===== config.mk =====
export PLATFORM = sky130hd
export DESIGN_NAME = bg_band_sequencer
export DESIGN_NICKNAME = d
export VERILOG_FILES = /design/src/rtl/bg_band_sequencer.sv
export SDC_FILE = /design/constraint.sdc
export NUM_CORES = 2
export LEC_CHECK = 0
export ABC_AREA = 1
export CAP_MARGIN = 10
export CELL_PAD_IN_SITES_DETAIL_PLACEMENT = 0
export CELL_PAD_IN_SITES_GLOBAL_PLACEMENT = 1
export CORE_MARGIN = 2
export CORE_UTILIZATION = 38
export CTS_BUF_LIST = sky130_fd_sc_hd__clkbuf_2 sky130_fd_sc_hd__clkbuf_4 sky130_fd_sc_hd__clkbuf_8
export DETAILED_ROUTE_END_ITERATION = 7
export GPL_ROUTABILITY_DRIVEN = 0
export PLACE_DENSITY = 0.78
export SLEW_MARGIN = 20
export SYNTH_ARGS = -nofsm -noshare
export SYNTH_HDL_FRONTEND = slang
export SYNTH_SLANG_ARGS = --single-unit

===== constraint.sdc =====
create_clock -name pclk -period 7.7 [get_ports pclk]
set_clock_uncertainty 0.2 [all_clocks]
set_input_delay 1.155 -clock pclk [delete_from_list [all_inputs] [get_ports pclk]]
set_output_delay 1.155 -clock pclk [all_outputs]
set_load 0.01 [all_outputs]

===== src/rtl/bg_band_sequencer.sv =====
// Horizontal-band background scheduler: double-buffered band table (end line, colour),
// per-line scan during hblank and vblank-synchronised shadow-to-active commit.
module bg_band_sequencer #(
    parameter int BANDS = 16,
    parameter int IW    = $clog2(BANDS)
) (
    input  logic          pclk,
    input  logic          rst,
    input  logic [11:0]   vcount_in,
    input  logic          hblnk_in,
    input  logic          vblnk_in,
    input  logic          cfg_valid,
    output logic          cfg_ready,
    input  logic [IW-1:0] cfg_idx,
    input  logic [11:0]   cfg_end,
    input  logic [11:0]   cfg_rgb,
    input  logic          cfg_commit,
    output logic          commit_done,
    output logic [11:0]   line_rgb,
    output logic          line_rgb_valid
);

    localparam logic [1:0] CFG_IDLE    = 2'd0;
    localparam logic [1:0] CFG_PENDING = 2'd1;
    localparam logic [1:0] CFG_COPY    = 2'd2;
    localparam logic [0:0] SCN_IDLE    = 1'b0;
    localparam logic [0:0] SCN_SCAN    = 1'b1;

    // Power-on table as {end line, colour}
    function automatic logic [23:0] default_entry(input int i);
        case (i)
            0:       return {12'd6,    12'h3BE};
            1:       return {12'd12,   12'h6CF};
            2:       return {12'd20,   12'h3BE};
            3:       return {12'd28,   12'h6CF};
            4:       return {12'd462,  12'h7AD};
            5:       return {12'd474,  12'hBDF};
            6:       return {12'd483,  12'h05A};
            7:       return {12'd512,  12'h28D};
            8:       return {12'd576,  12'h9CE};
            9:       return {12'd586,  12'h7AD};
            10:      return {12'd594,  12'hFFF};
            11:      return {12'd614,  12'h974};
            12:      return {12'd670,  12'hC96};
            default: return {12'd4095, 12'hEC9};
        endcase
    endfunction

    logic [11:0]   r_act_end [BANDS];
    logic [11:0]   r_act_rgb [BANDS];
    logic [11:0]   r_shd_end [BANDS];
    logic [11:0]   r_shd_rgb [BANDS];
    logic          r_hblnk_d;
    logic          r_vblnk_d;
    logic          r_fpre;
    logic [1:0]    r_cfg_state;
    logic [IW-1:0] r_copy_idx;
    logic          r_cfg_ready;
    logic          r_commit_done;
    logic [0:0]    r_scan_state;
    logic [IW-1:0] r_scan_idx;
    logic [11:0]   r_target;
    logic [11:0]   r_line_rgb;
    logic          r_line_rgb_valid;

    logic w_h_rise;
    logic w_v_rise;
    logic w_wr_accept;
    logic w_commit_accept;
    logic w_copying;
    logic w_copy_last;
    logic w_trig_f;
    logic w_hit;

    assign w_h_rise        = hblnk_in & ~r_hblnk_d & ~vblnk_in;
    assign w_v_rise        = vblnk_in & ~r_vblnk_d;
    assign w_wr_accept     = cfg_valid & r_cfg_ready & (r_cfg_state == CFG_IDLE);
    assign w_commit_accept = cfg_commit & r_cfg_ready & (r_cfg_state == CFG_IDLE);
    assign w_copying       = (r_cfg_state == CFG_COPY);
    assign w_copy_last     = w_copying & (r_copy_idx == IW'(BANDS - 1));
    assign w_trig_f        = w_copy_last | r_fpre;
    assign w_hit           = (r_target <= r_act_end[r_scan_idx]) | (r_scan_idx == IW'(BANDS - 1));

    assign cfg_ready      = r_cfg_ready;
    assign commit_done    = r_commit_done;
    assign line_rgb       = r_line_rgb;
    assign line_rgb_valid = r_line_rgb_valid;

    // Blank edge history and the idle-frame prescan request
    always_ff @(posedge pclk) begin
        if (rst) begin
            r_hblnk_d <= 1'b0;
            r_vblnk_d <= 1'b0;
            r_fpre    <= 1'b0;
        end else begin
            r_hblnk_d <= hblnk_in;
            r_vblnk_d <= vblnk_in;
            r_fpre    <= w_v_rise & (r_cfg_state == CFG_IDLE);
        end
    end

    // Shadow bank: host writes; out-of-range indices are dropped
    always_ff @(posedge pclk) begin
        if (rst) begin
            for (int i = 0; i < BANDS; i++) begin
                {r_shd_end[i], r_shd_rgb[i]} <= default_entry(i);
            end
        end else if (w_wr_accept && (int'(cfg_idx) < BANDS)) begin
            r_shd_end[cfg_idx] <= cfg_end;
            r_shd_rgb[cfg_idx] <= cfg_rgb;
        end
    end

    // Active bank: one entry per cycle copied from shadow during COPY
    always_ff @(posedge pclk) begin
        if (rst) begin
            for (int i = 0; i < BANDS; i++) begin
                {r_act_end[i], r_act_rgb[i]} <= default_entry(i);
            end
        end else if (w_copying) begin
            r_act_end[r_copy_idx] <= r_shd_end[r_copy_idx];
            r_act_rgb[r_copy_idx] <= r_shd_rgb[r_copy_idx];
        end
    end

    // Config FSM: commit waits for a vblank rising edge, then copies the whole table
    always_ff @(posedge pclk) begin
        if (rst) begin
            r_cfg_state   <= CFG_IDLE;
            r_copy_idx    <= '0;
            r_cfg_ready   <= 1'b0;
            r_commit_done <= 1'b0;
        end else begin
            r_commit_done <= 1'b0;
            // Low through the done cycle, high again the cycle after it
            r_cfg_ready   <= (r_cfg_state == CFG_IDLE) & ~w_commit_accept;
            case (r_cfg_state)
                CFG_IDLE: begin
                    if (w_commit_accept) r_cfg_state <= CFG_PENDING;
                end
                CFG_PENDING: begin
                    if (w_v_rise) begin
                        r_cfg_state <= CFG_COPY;
                        r_copy_idx  <= '0;
                    end
                end
                CFG_COPY: begin
                    if (w_copy_last) begin
                        r_cfg_state   <= CFG_IDLE;
                        r_copy_idx    <= '0;
                        r_commit_done <= 1'b1;
                    end else begin
                        r_copy_idx <= r_copy_idx + IW'(1);
                    end
                end
                default: r_cfg_state <= CFG_IDLE;
            endcase
        end
    end

    // Scanner: first entry whose end covers the target wins; new triggers restart it
    always_ff @(posedge pclk) begin
        if (rst) begin
            r_scan_state     <= SCN_IDLE;
            r_scan_idx       <= '0;
            r_target         <= 12'd0;
            r_line_rgb       <= 12'h000;
            r_line_rgb_valid <= 1'b0;
        end else begin
            r_line_rgb_valid <= 1'b0;
            if (w_trig_f) begin
                r_scan_state <= SCN_SCAN;
                r_scan_idx   <= '0;
                r_target     <= 12'd0;
            end else if (w_copying) begin
                // Active bank is mid-copy; the completion prescan replaces this scan
                r_scan_state <= SCN_IDLE;
            end else if (w_h_rise) begin
                r_scan_state <= SCN_SCAN;
                r_scan_idx   <= '0;
                r_target     <= vcount_in + 12'd1;
            end else begin
                case (r_scan_state)
                    SCN_IDLE: r_scan_state <= SCN_IDLE;
                    SCN_SCAN: begin
                        if (w_hit) begin
                            r_line_rgb       <= r_act_rgb[r_scan_idx];
                            r_line_rgb_valid <= 1'b1;
                            r_scan_state     <= SCN_IDLE;
                        end else begin
                            r_scan_idx <= r_scan_idx + IW'(1);
                        end
                    end
                    default: r_scan_state <= SCN_IDLE;
                endcase
            end
        end
    end

endmodule


# Yosys cells after proc, flatten, opt, wreduce, memory -nomap -nowiden
# Index checks and enable logic that the tools add are counted.
# totals
reg_bits	809
in_bits	46
output_inout_bits	15
wordCells	166
# classes
add_sub_neg	3
n_lt_le_gt_ge	6
n_eq_ne	8
muxes	37
bitwise_logic	23
reduce_logical	13
# ops
operator	count
$bwmux 192	4
$bmux 12 s4	4
$mux 12	10
$demux 12 s4	2
$mux 4	5
$ge 5x5->1 const B	3
$not 4->5	3
$add 12x1->12 const B	1
$le 12x12->1	1
$and 1x1->1	10
$lt 5x1->1 const B	2
$add 4x1->4 const B	2
$eq 4x4->1 const B	2
$not 1->1	8
$pmux 4 s2	1
$mux 1	6
$mux 2	3
$ne 2x2->1 const B	3
$pmux 2 s3	1
$reduce_and 3->1	2
$reduce_and 5->1	1
$reduce_or 5->1	1
$reduce_and 2->1	2
$reduce_bool 2->1	2
8 further kinds	11

# Longest topological paths before layout
# depth
ltp_word	11
depth_mapped	22
ltp_nobuf	19

# Worst setup path after synthesis
# No wires, ideal clock.
# synth_path
path_kind	register to register
from	register r_scan_idx[0]
to	register r_line_rgb[10] (netlist: line_rgb[10])
setup_time_ps	113
arrival_ps	2614
required_ps	7387
slack_ps	4774
path_stages_with_launch	22
path_buffers	4
period_less_slack_ps	2926
path_cell_list	dfxtp_1 -> buf_2 -> buf_2 -> clkbuf_1 -> nor2_1 -> o22ai_1 -> o21ai_0 -> a31oi_1 -> nor2_1 -> ha_1 -> nand2_1 -> inv_1 -> nand2_1 -> nor2_1 -> nand2_1 -> nand2_1 -> inv_1 -> nand2_1 -> nand3_2 -> buf_4 -> nor2_1 -> nor2_1
# synth_via
elab_chain_cells	7
elab_cells_between_ends	11
classes_between	order compare (1); eq/ne (1); mux (6); bitwise (2); reduce/logical (1)
# synth_lines
item	line_no	rtl
start: declaration	61	logic [IW-1:0] r_scan_idx;
start signal: assignment	191	r_scan_idx <= r_scan_idx + IW'(1);
$not 4->5 (implied by the code)	82, 187	
$bmux 12 s4	82	assign w_hit = (r_target <= r_act_end[r_scan_idx]) | (r_scan_idx == IW'(BANDS - 1));
$mux 12 (implied by the code) (2 in a row)	82	
$le 12x12->1	82	
$or 1x1->1	82	
$reduce_and 5->1 (no line)	n/a	
end signal: assignment	187	r_line_rgb <= r_act_rgb[r_scan_idx];
end: declaration	63	logic [11:0] r_line_rgb;
# Parallel ways exist; a longest one is shown, timed or not. The select of a mux whose other input is x is not followed.
# A chain may end at the register's enable or synchronous reset.

# Final worst setup path
# layout_path
from	register r_scan_idx[0]
to	register r_line_rgb[1] (netlist: line_rgb[1])
# The elaborated chain is that of the path after synthesis.

==> results.ini <==
[route]
wirelength_um = 109100
vias_per_cell = 5.414
post-route-drc-count = 0
drt_iter0_markers = 2827
firstDrtPassIters = 5
vias = 31210
ant_nets = 0
wl_per_cell_um = 18.92

[power_and_ir_drop]
ir_drop_uv = 153.2
p_int_uw = 6631
p_switching_uw = 2231
p_seq_share_pct = 48.1
p_clk_share_pct = 45.8
pwr_density_cell_nw_per_um2 = 233.0
p_leak_uw = 0.01536
pwr-share-comb_pct = 6.1
swShare_pct = 25.17

[clock_network]
cts_tree = done
path_clk_slew_ns = 0.06
clockBufferDepth = 3
cts_num_sinks = 809
cts-root-buf = clkbuf_8
h-tree-depth = 4
cts_setup_buffers = 0
cts_hold_buf = 0
post_cts_resized = 0
cts-buffers-inserted = 141
clk_latency_ns = 0.81

[timing]
worst_slack_ns = 2.815
period_minus_slack_ns = 4.885
hold_viol = 0
finalSetupTns_ns = 0
post-route-period-util_pct = 63.44
slew_headroom_pct = 23.06
drv_slew = 0
tightestPinTransition_ns = 1.154
fmax_mhz = 204.7
holdWs_ns = 0.2492
setup_viol = 0
rsz0062_at_grt = no

[logic_synthesis]
yosys_warnings = 0
ys_seq_area_share_pct = 46.88
synth_seq_cells = 809
synth-simple-area-share_pct = 16.45
syn_area_um2 = 34550
synthesis.nets = 4729
synthMuxAreaShare_pct = 0
synthCells = 4665
syn_avg_cell_area_um2 = 7.406
synth_compound_area_share_pct = 28.26
synth_xor_area_share_pct = 0.2535
yosysUniqueCellTypes = 36
synthAdderAreaFrac_pct = 0.6519
synth_top_family_by_area = compound AO/OA/AOI/OAI gates

[die]
initial_core_util_pct = 38.38
ioPinCount = 61
fp.dieW_um = 305.5
core_um2 = 90010
dieArea_um2 = 93350
rows = 110
die_y_um = 305.5

[worst_setup_path]
worstPathArrival_ns = 5.36
cpMostUsedCell = nand2_1
critPathRequiredTime_ns = 8.17
startpoint_type = register
cp_cell_sequence = buf_4, buf_4, o21ai_0, o22ai_1, nand2_1, nand2_1, a31oi_1, ha_1, nand2_1, inv_1, nand2_1, nor2_1, nand2_1, nand2_1, inv_1, nand2_1, nand3_2, nor2_1, nor2_1
slowest_stage = dfxtp_4
slowest_delay_ns = 0.88
worstPathMaxFanout = 86
cp-end-kind = register
criticalPathCategory = reg -> reg

[global_route]
antenna_found_initial = 1
grt_pass1_wl_um = 170400
grt_pass1_vias = 29180
grt-ovfl-total = 0
grt_max_degree = 252
track_usage_pct = 22.96

[placed_design]
post-place-ws_ns = 2.825
place.port_buffers = 60
dpl_cell_area_um2 = 35110
dp_hpwl_um = 61380

[final_layout]
stdcell_area_um2 = 38030
nets = 4556
area_delta_synth_final_pct = 10.06
drive_gt1_share_pct = 8.479

[flow_run]
drv_cap = 0

[run_status]
outcome = complete, no violations

[min_path]
hp-class = reg -> reg

[cell usage in the layout, fill, tap and decap left out, drive strengths merged, types with 6 or more instances in the layout]
cell / netlist / final
inv: 176 / 184
clkinv: 0 / 8
ha: 18 / 18
o221ai: 11 / 11
o22ai: 91 / 91
dfxtp: 809 / 809
clkdlybuf4s50: 0 / 59
a31oi: 11 / 11
nand2: 573 / 573
xor2: 8 / 8
nor3: 6 / 6
a22o: 6 / 6
nor2: 698 / 698
nand3: 110 / 110
o21ai: 1025 / 1025
a21oi: 542 / 542
o211ai: 149 / 149
buf: 177 / 46
clkbuf: 244 / 218
[layout make-up]
class | instances | area, µm²
multi-input combinational | 3259 | 15790
sequential | 809 | 16210
tap | 1176 | 1471
clock inverter | 21 | 151.4
inverter | 176 | 675.6
timing repair buffer | 105 | 997.2
clock buffer | 218 | 2731
fill | 9377 | 51980
antenna | 1 | 2.502
[state kept, by name (all words and copies together) (netlist names), 4 cells and up]
name / flops
r_scan_idx: 4
r_target: 12
r_act_rgb: 192
r_shd_rgb: 192
r_copy_idx: 4
r_act_end: 192
line_rgb: 12
r_shd_end: 192
[final timing paths]
check                              startpoint  cells after the start  slack (ns)                           to
hold / removal    r_shd_rgb[137]$_SDFFE_PP1P_                      2        0.25  r_shd_rgb[137]$_SDFFE_PP1P_
setup / recovery   r_scan_idx[0]$_SDFFE_PP0P_                     19        2.82     line_rgb[1]$_SDFFE_PP0P_
hold reg to reg   r_shd_rgb[137]$_SDFFE_PP1P_                      2        0.25  r_shd_rgb[137]$_SDFFE_PP1P_
setup reg to reg   r_scan_idx[0]$_SDFFE_PP0P_                     19        2.82     line_rgb[1]$_SDFFE_PP0P_
[kinds of logic (layout without fill, tap and decap cells)]
logic type	Yosys count	count (layout)
AOI/OAI and AO/OA	1837	1837
and+or+nand+nor	1394	1394
DFF	809	809
adders and majority gates	18	18
xor gates and xnor gates	10	10
buffers and inverters	597	520
other	0	1
[cell usage after synthesis, drive strengths merged]
cell	count	area share, %
o21ai	1025	15
dfxtp	809	47
nor2	698	8.3
nand2	573	6.3
a21oi	542	7.9
clkbuf	244	2.7
buf	177	2.9
inv	176	1.9
o211ai	149	3.2
nand3	110	1.6
o22ai	91	1.6
ha	18	0.65
a31oi	11	0.20
o221ai	11	0.28
xor2	8	0.20
a22o	6	0.15
nor3	6	0.15
nand4	5	0.13
or2	2	0.036
xnor2	2	0.051
a21o	1	0.022
a221oi	1	0.025
[power by group through the flow]
stage / Clock [µW] / Combinational (µW) / Sequential (µW)
2_1_floorplan: 0 / 365 / 4340
3_3_place_gp: 0 / 533 / 4350
3_5_place_dp: 0 / 535 / 4350
4_1_cts: 4130 / 536 / 4260
5_1_grt: 4320 / 594 / 4260
6_report: 4060 / 536 / 4260
[metal layers]
| layer | track usage (%) | vias up | wire length [µm] |
|---|---|---|---|
| met1 | 31.63 | 14690 | 51140 |
| li1 | - | 15520 | - |
| met3 | 3.723 | 166 | 5877 |
| met5 | 0 | - | 0 |
| met4 | 6.713 | 0 | 2279 |
| met2 | 36.97 | 834 | 49790 |
[worst max-delay path, delay by kind of cell (launching register included)]
kind / cells / cell delay, ns
DFF: 1 / 0.88
adders and majority gates: 1 / 0.34
AOI/OAI and AO/OA: 3 / 0.49
and+or+nand+nor: 11 / 1.39
buffers and inverters: 4 / 1.39
[metrics by stage]
stage          instances  utilization (%)  power (µW)
6_report            5765            42.25        8862
2_1_floorplan       4665                -        4703
4_1_cts             5763            42.21        8929
3_3_place_gp        5524            39.01        4886
3_5_place_dp        5524            39.01        4888
5_1_grt             5765            42.25        9180
(Power assumes the default switching activity.)
